===== src/rtl/counter_sequencer.sv =====
// Sequences an external counter through clear / count-to-period / expiry,
// one-shot or auto-restarting, and keeps a saturating count of expiries.
module counter_sequencer #(
    parameter int unsigned WIDTH     = 4,
    parameter int unsigned EXP_WIDTH = 8
) (
    input  logic                 clock_i,
    input  logic                 reset_i,
    input  logic                 start_i,
    input  logic                 stop_i,
    input  logic [WIDTH-1:0]     period_i,
    input  logic                 periodic_i,
    input  logic [WIDTH-1:0]     counter_value_i,
    output logic                 counter_enable_o,
    output logic                 counter_reset_n_o,
    output logic                 busy_o,
    output logic                 done_o,
    output logic [EXP_WIDTH-1:0] expiry_count_o
);

    typedef enum logic [1:0] {
        S_IDLE  = 2'd0,
        S_CLEAR = 2'd1,
        S_RUN   = 2'd2,
        S_DONE  = 2'd3
    } state_e;

    localparam logic [EXP_WIDTH-1:0] EXP_MAX = {EXP_WIDTH{1'b1}};

    state_e               state_q, state_d;
    logic [WIDTH-1:0]     period_q, period_d;
    logic                 periodic_q, periodic_d;
    logic [EXP_WIDTH-1:0] expiry_q, expiry_d;

    // State and configuration registers
    always_ff @(posedge clock_i) begin
        if (reset_i) begin
            state_q    <= S_IDLE;
            period_q   <= '0;
            periodic_q <= 1'b0;
            expiry_q   <= '0;
        end else begin
            state_q    <= state_d;
            period_q   <= period_d;
            periodic_q <= periodic_d;
            expiry_q   <= expiry_d;
        end
    end

    // Next-state logic; stop always wins over start and over restart
    always_comb begin
        state_d    = state_q;
        period_d   = period_q;
        periodic_d = periodic_q;
        expiry_d   = expiry_q;
        case (state_q)
            S_IDLE: begin
                if (start_i && !stop_i) begin
                    state_d    = S_CLEAR;
                    period_d   = period_i;
                    periodic_d = periodic_i;
                end
            end
            S_CLEAR: begin
                state_d = stop_i ? S_IDLE : S_RUN;
            end
            S_RUN: begin
                if (stop_i) begin
                    state_d = S_IDLE;
                end else if (counter_value_i == period_q) begin
                    state_d = S_DONE;
                end
            end
            S_DONE: begin
                if (expiry_q != EXP_MAX) begin
                    expiry_d = expiry_q + EXP_WIDTH'(1);
                end
                state_d = (stop_i || !periodic_q) ? S_IDLE : S_CLEAR;
            end
            default: begin
                state_d = S_IDLE;
            end
        endcase
    end

    // Output decode; reset forces the external counter clear immediately
    always_comb begin
        counter_enable_o  = 1'b0;
        counter_reset_n_o = 1'b1;
        busy_o            = 1'b1;
        done_o            = 1'b0;
        case (state_q)
            S_IDLE:  busy_o            = 1'b0;
            S_CLEAR: counter_reset_n_o = 1'b0;
            S_RUN:   counter_enable_o  = (counter_value_i != period_q);
            S_DONE:  done_o            = 1'b1;
            default: busy_o            = 1'b0;
        endcase
        if (reset_i) begin
            counter_reset_n_o = 1'b0;
        end
    end

    assign expiry_count_o = expiry_q;

endmodule


===== config.mk =====
export PLATFORM = sky130hd
export DESIGN_NAME = counter_sequencer
export DESIGN_NICKNAME = d
export VERILOG_FILES = /design/src/rtl/counter_sequencer.sv
export SDC_FILE = /design/constraint.sdc
export NUM_CORES = 1
export LEC_CHECK = 0
export CORE_MARGIN = 10
export CORE_UTILIZATION = 48
export CTS_CLUSTER_SIZE = 12
export DETAILED_ROUTE_END_ITERATION = 16
export HOLD_SLACK_MARGIN = 0.03
export PLACE_DENSITY = 0.88
export SLEW_MARGIN = 40
export SYNTH_ARGS = -nofsm -noshare
export SYNTH_HDL_FRONTEND = slang
export SYNTH_SLANG_ARGS = --single-unit
export TNS_END_PERCENT = 30

===== constraint.sdc =====
create_clock -name clock_i -period 2.8 [get_ports clock_i]
set_input_delay 0.28 -clock clock_i [delete_from_list [all_inputs] [get_ports clock_i]]
set_output_delay 0.28 -clock clock_i [all_outputs]
set_load 0.03 [all_outputs]

Yosys cells after proc, flatten, opt, wreduce, memory -nomap -nowiden
Index checks and enable logic that the tools add are counted.
- register bits: 15
- bits of input ports: 13
- word-level logic and storage cells: 32
- eq/ne operators: 8
- reduce and logical (&&, ||, !) cells: 8
- $add $sub $neg: 1
- muxes and demuxes: 11
- operator list (kind ; count):
    $add A8 B1 Y8 const B ; 1
    $mux W2 ; 4
    $ne A8 B8 Y1 const B ; 1
    $pmux W2 S4 ; 1
    $mux W1 ; 6
    $reduce_and A2 Y1 ; 3
    $eq A2 B2 Y1 const B ; 2
    $eq A4 B4 Y1 ; 1
    $ne A4 B4 Y1 ; 1
    $ne A3 B3 Y1 const B ; 1
    $eq A2 B1 Y1 const B ; 1
    $logic_not A1 Y1 ; 2
    $logic_not A2 Y1 ; 1
    $ne A2 B2 Y1 const B ; 1
    $logic_and A1 B1 Y1 ; 1
    $logic_or A1 B1 Y1 ; 1

Logic depth before layout (Yosys ltp)
Gate-level depths: netlist of the first run.
- depth in word-level cells: 4
- depth in mapped cells: 4
- depth with buffers taken out: 4

Least setup slack after synthesis of the first run
No wires, ideal clock.
- path kind: register to register
- from: reg expiry_q[2], in the netlist expiry_count_o[2]
- to: reg expiry_q[5], in the netlist expiry_count_o[5]
- setup slack: 1265 ps
- setup time: 121 ps
- clock period less this slack: 1535 ps
- data required time: 2679 ps
- stages on the path, launching flop included: 5
- buffers on the path: 1
- arrival: 1414 ps
- path through: dfxtp_1 clkbuf_1 nand3_1 a211oi_1 mux2_2
- cells in the longest elaborated chain, start to end: 2
- elaborated cells on any way between the ends: 3
- those cells by class: 1 x add/sub; 1 x eq/ne; 1 x reduce/logical
- RTL lines (element ; line ; text):
    start, declared ; 33 ; logic [EXP_WIDTH-1:0] expiry_q, expiry_d;
    start signal, assigned ; 46 ; expiry_q <= expiry_d;
    branches (longest 2 deep; another with $add A8 B1 Y8) ; - ;
Parallel ways; which one is timed is not known.
A chain may end at the register's enable or synchronous reset.

Final worst setup path of the first run
- from: reg state_q[1]
- to: out counter_enable_o
- cells in the longest elaborated chain, start to end: 2
- RTL lines (element ; line ; text):
    start, declared ; 30 ; state_e state_q, state_d;
    start signal, assigned ; 43 ; state_q <= state_d;
    $eq A2 B2 Y1 ; 92 ; case (state_q)
    $mux W1 ; 92 ;
    end, declared ; 14 ; output logic counter_enable_o,
Every way passes these cells.

==> impl_metrics.toml, run 1 <==
[run_status]
outcome = "complete, no violations"

[grt]
grt_util_met1_pct = 13.5
gr-usage-met2_pct = 18.8
antenna_found_initial = 0
grt_usage_pct = 11.6
grt_max_degree = 17
busiest_layer = "met2"
grt_pass1_wl_um = 3350
met3_usage_pct = 4.59
grt-ovfl-total = 0
grt_pass1_vias = 725

[critical_path]
reg2reg_setup_slack_ps = 1170
cp_max_fo = 11
r2r_cells = 4
crit_arrival_ps = 2060
cp.required_ps = 2520
cp-start-kind = "flop"
crit_type = "reg -> out"
critPathCaptureType = "output port"
reg2reg_to = "expiry_count_o[4]"
worstReg2RegStart = "expiry_count_o[0]"

[logic_synthesis]
yosys_warnings = 0
yosysTopAreaCell = "dfxtp_1"
synth_top_area_share_pct = 38.3
synthCells = 84
synth_area_leaders = "dfxtp_1 38%, mux2i_1 7.7%, xnor2_1 5.6%, nor2_1 4.3%, a41oi_1 3.3%"
syn_nets = 98
ys.flop_type = "dfxtp_1"
netlist_area_um2 = 785
synth.avg_cell_area_um2 = 9.34
synth_cell_types = 32
synth_edf_count = 0
ys_seq_area_share_pct = 38.3
async_flop_share_pct = 0
yosys_register_bits = 15

[clock_network]
hold_buffers = 0
tritoncts = "built"
cts-buffers-inserted = 3
root_buffer = "clkbuf_4"
cts_post_setup_buffers_inserted = 0
clkSlewWorstSetupHoldPaths_ps = 90
htreeDepth = 1
cts_resized = 0
cts_num_sinks = 15
insertion_delay_ps = 280
cts.path.max_buffers = 2

[place]
gp_congestion = 0.782
port_buffers = 24
hpwl_um = 1500
dp_slack_ps = 720

[detailed_routing]
first_iter_violations = 20
drc = 0
vias_per_cell = 6.10
ant_nets = 0
routed_wirelength_um = 2030
firstDrtPassIters = 4
post_drt_wl_per_cell_um = 16.4
vias = 756

[layout]
diodes = 0
drive_gt1_share_pct = 8.33
syn2layout_area_growth_pct = 33.2
nNetsFinal = 123

[pwr]
ir_worst_vdd_v = 0.000249
fin_total_pwr_uw = 404
power_leakage_uw = 0.000374
pwr_density_cell_nw_per_um2 = 387

[timing]
fmax_ghz = 0.427
finalSetupViolCount = 0
final.period_utilization_pct = 83.6
setup-tns-final_ps = 0
min_period_ps = 2340
finalHoldViolCount = 0
layout_setup_ws_ps = 459
slew_viol_final = 0
skew_ps = 5.03
tightest_slew_ps = 483
slew_headroom_pct = 67.6
rsz0062_at_grt = "false"

[floorplan]
die_w_um = 60.4
rows = 14
die_area_um2 = 3650
die_h_um = 60.4
initial_utilization_pct = 51.5
core_um2 = 1520
pin_count = 25

[worst_hold_path]
whs_path_depth = 2
hold_path_end = "periodic_q"
hp-class = "reg -> reg"
hp-start = "periodic_q"

[job]
maxCapViolCount = 0
==> layout make-up <==
type                    instances  area [um^2]
clock buffers                   4         26.3
fillers                       130          479
inverters                       3         11.3
multi-input cells              61          439
flip-flops and latches         15          300
well taps                      16         20.0
repair buffers                 25          248
==> through the flow <==
step           cells  hold WS (ps)  util (%)  instance area [um^2]
3_3_place_gp     120           474      66.8                  1020
3_5_place_dp     120           485      66.8                  1020
6_report         124           500      68.6                  1040
4_1_cts          124           506      68.6                  1040
2_1_floorplan     84           357         -                   785
5_1_grt          124           559      68.6                  1040
==> routing by layer <==
metal / part of all wire, % / vias up / wire [um]
li1: - / 357 / -
met1: 40 / 355 / 803
met2: 50 / 40 / 1020
met3: 9.3 / 4 / 188
met4: 0.74 / 0 / 15
met5: 0 / - / 0
==> registers in the layout (all words and copies together) (netlist names) <==
name and flops:
period_q 4, periodic_q 1, state_q 2, expiry_count_o 8
==> worst max-delay path, stage by stage (launching register included) <==
cell and delay [ps]:
dfxtp_1 600, or2b_1 270, a41oi_1 200, clkdlybuf4s50_1 710
==> worst max-delay path by stage <==
stage,from,end,cells after the start
2_1_floorplan,expiry_count_o[2],expiry_count_o[5],4
3_3_place_gp,counter_value_i[2],counter_enable_o,4
3_5_place_dp,counter_value_i[2],counter_enable_o,4
4_1_cts,state_q[1],counter_enable_o,3
5_1_grt,state_q[1],counter_enable_o,3
6_report,state_q[1],counter_enable_o,3
==> cells by family (layout without fill, tap and decap cells) <==
logic type	count (synthesis)	after routing	share of synthesized area [%]
buffers and inverters	8	32	5.74
DFF	15	15	38.3
AOI/OAI and AO/OA	17	17	16.4
muxes	8	8	10.5
xor gates and xnor gates	5	5	5.58
adders and majority gates	1	1	1.59
and+or+nand+nor	30	30	21.9
==> cell usage in the layout, fill, tap and decap left out <==
| master | count |
|---|---|
| and4_1 | 2 |
| nor2_1 | 9 |
| a31oi_1 | 1 |
| a41oi_1 | 3 |
| a311oi_1 | 2 |
| a2111oi_0 | 1 |
| a211oi_1 | 3 |
| nor2b_1 | 3 |
| o21a_1 | 1 |
| a21boi_0 | 1 |
| o21ai_0 | 1 |
| or2_2 | 1 |
| nand2_1 | 6 |
| mux2_2 | 2 |
| xnor2_1 | 5 |
| nand4_1 | 1 |
| dfxtp_1 | 15 |
| and3_2 | 1 |
| a21oi_1 | 2 |
| o311ai_0 | 1 |
| and3_1 | 1 |
| inv_1 | 3 |
| nor4_1 | 1 |
| nand3_1 | 2 |
| o41ai_1 | 1 |
| clkdlybuf4s50_1 | 24 |
| ha_1 | 1 |
| nor3_1 | 1 |
| clkbuf_1 | 1 |
| mux2i_1 | 6 |
| nor4b_4 | 1 |
| buf_4 | 1 |
| or2b_1 | 1 |
| clkbuf_4 | 3 |
==> synthesized netlist by cell type, types with 2 or more instances <==
| master | number |
|---|---|
| a211oi_1 | 3 |
| a21oi_1 | 2 |
| a311oi_1 | 2 |
| a41oi_1 | 3 |
| and4_1 | 2 |
| buf_6 | 2 |
| clkbuf_1 | 3 |
| dfxtp_1 | 15 |
| inv_1 | 3 |
| mux2_2 | 2 |
| mux2i_1 | 6 |
| nand2_1 | 6 |
| nand3_1 | 2 |
| nor2_1 | 9 |
| nor2b_1 | 3 |
| xnor2_1 | 5 |
==> power breakdown <==
group | switching (uW) | internal [uW] | total, uW | leakage, uW
registers | 6.25 | 218 | 224 | 0.000122
logic | 23.1 | 32.6 | 55.7 | 0.000238
clock network | 69.0 | 55.2 | 124 | 0.0000150
No activity file was read; power rests on OpenSTA's default activity.
==> run 2: changes to the inputs <==
- CORE_UTILIZATION: 48 -> 40
- PLACE_DENSITY: 0.88 -> 0.78
- clock period: 2.8 -> 1.9 ns (I/O delays scaled with it)
==> impl_metrics.toml, run 2 (synthesized netlist as in run 1, its figures left out) <==
[clock_network]
htreeDepth = 1
root_buffer = "clkbuf_4"
insertion_delay_ps = 280
cts_post_setup_buffers_inserted = 0
cts_num_sinks = 15
cts-buffers-inserted = 3
clkSlewWorstSetupHoldPaths_ps = 80
hold_buffers = 0
cts.path.max_buffers = 2
tritoncts = "built"
cts_resized = 0

[timing]
slew_headroom_pct = 66.1
skew_ps = 1.21
slew_viol_final = 0
setup-tns-final_ps = 0
holdWs_ps = 497
final.period_utilization_pct = 92.9
fmax_ghz = 0.566
finalHoldViolCount = 0
rsz0062_at_grt = "false"
min_period_ps = 1770
finalSetupViolCount = 0
tightest_slew_ps = 506

[layout]
largest_reg_flops = 8
final_util_pct = 59.2
layout_common_cells = "22 x clkdlybuf4s50_1, 15 x dfxtp_1, 9 x nor2_1"
final_common_cell = "clkdlybuf4s50_1"
finalNonFillerCells = 135
nNetsFinal = 125
drive_gt1_share_pct = 11.8
syn2layout_area_growth_pct = 35.9
diodes = 0

[floorplan]
die_area_um2 = 4130
die_h_um = 64.3
initial_utilization_pct = 43.5
die_w_um = 64.3
rows = 15
pin_count = 25
core_um2 = 1800

[critical_path]
cp_max_fo = 7
cp.buffers_inverters = 2
critPathMaxStageDelay_ps = 660
r2r_cells = 4
reg2reg_setup_slack_ps = 390
reg2reg_to = "expiry_count_o[4]"
cp-start-kind = "flop"
cp.required_ps = 1710
crit_type = "reg -> out"
crit_family = "buffers and inverters"
crit_chain = "nand2_1 -> inv_1 -> clkdlybuf4s50_1"
startpoint = "state_q[0]"
cp_slowest_cell = "clkdlybuf4s50_1"
crit_arrival_ps = 1580
critPathCaptureType = "output port"
worstReg2RegStart = "expiry_count_o[0]"

[place]
hpwl_um = 1490
dp_cells = 131
port_buffers = 24
gp_congestion = 0.871

[grt]
grt_pass1_vias = 653
grt_usage_pct = 8.74
grt_max_degree = 10
grt-ovfl-total = 0
antenna_found_initial = 0
grt_pass1_wl_um = 2950

[detailed_routing]
vias_per_cell = 5.51
ant_nets = 0
firstDrtPassIters = 5
post_drt_wl_per_cell_um = 14.0
routed_wirelength_um = 1890
first_iter_violations = 22
vias = 744
drc = 0

[pwr]
pwr_density_cell_nw_per_um2 = 556
ir_worst_vdd_v = 0.000354
fin_total_pwr_uw = 592
power_leakage_uw = 0.000388

[worst_hold_path]
hp-start = "periodic_q"
whs_path_depth = 2
hp-class = "reg -> reg"
hold_path_end = "periodic_q"

[run_status]
outcome = "complete, no violations"

[job]
maxCapViolCount = 0
-- run 2: power by group --
group	leakage, uW	total, uW	switching (uW)	internal [uW]
Clock	0.0000150	180	98.4	81.6
Sequential	0.000122	327	6.16	321
Combinational	0.000251	85.1	35.9	49.2
Total	0.000388	592	140	452
-- run 2: stage by stage --
step           cell area [um^2]  setup slack (ps)
3_5_place_dp               1040               335
3_3_place_gp               1040               395
5_1_grt                    1070              43.6
6_report                   1070               135
2_1_floorplan               785               365
4_1_cts                    1070               127
-- run 2: worst min-delay path: cells and delay by family, from the launching register on --
kind / cells / cell delay [ps]
flops: 1 / 330
simple gates: 1 / 70
mux: 1 / 60
-- run 2: final cells by class --
| type | instances | area, um^2 |
|---|---|---|
| inverters | 3 | 11.3 |
| well taps | 25 | 31.3 |
| fillers | 170 | 736 |
| clock buffers | 4 | 26.3 |
| repair buffers | 27 | 258 |
| multi-input cells | 61 | 439 |
| flip-flops and latches | 15 | 300 |
-- run 2: worst max-delay path by stage --
| stage | cells after the start | slack (ps) | end |
|---|---|---|---|
| 2_1_floorplan | 4 | 370 | expiry_count_o[5] |
| 3_3_place_gp | 4 | 390 | period_q[3] |
| 3_5_place_dp | 4 | 330 | period_q[3] |
| 4_1_cts | 3 | 130 | done_o |
| 5_1_grt | 3 | 40 | done_o |
| 6_report | 3 | 130 | done_o |
-- run 2: metal layers --
layer,up-vias,track usage [%],share of wire (%)
met5,-,0,0
met1,333,9.62,40
met2,38,13.5,48
li1,364,-,-
met4,0,7.22,3.9
met3,9,2.61,8.4
==> run 3: changes to the inputs <==
- CAP_MARGIN: default -> 20
==> results of run 3 <==
Final layout, timing and power as in run 2 (identical DEF).
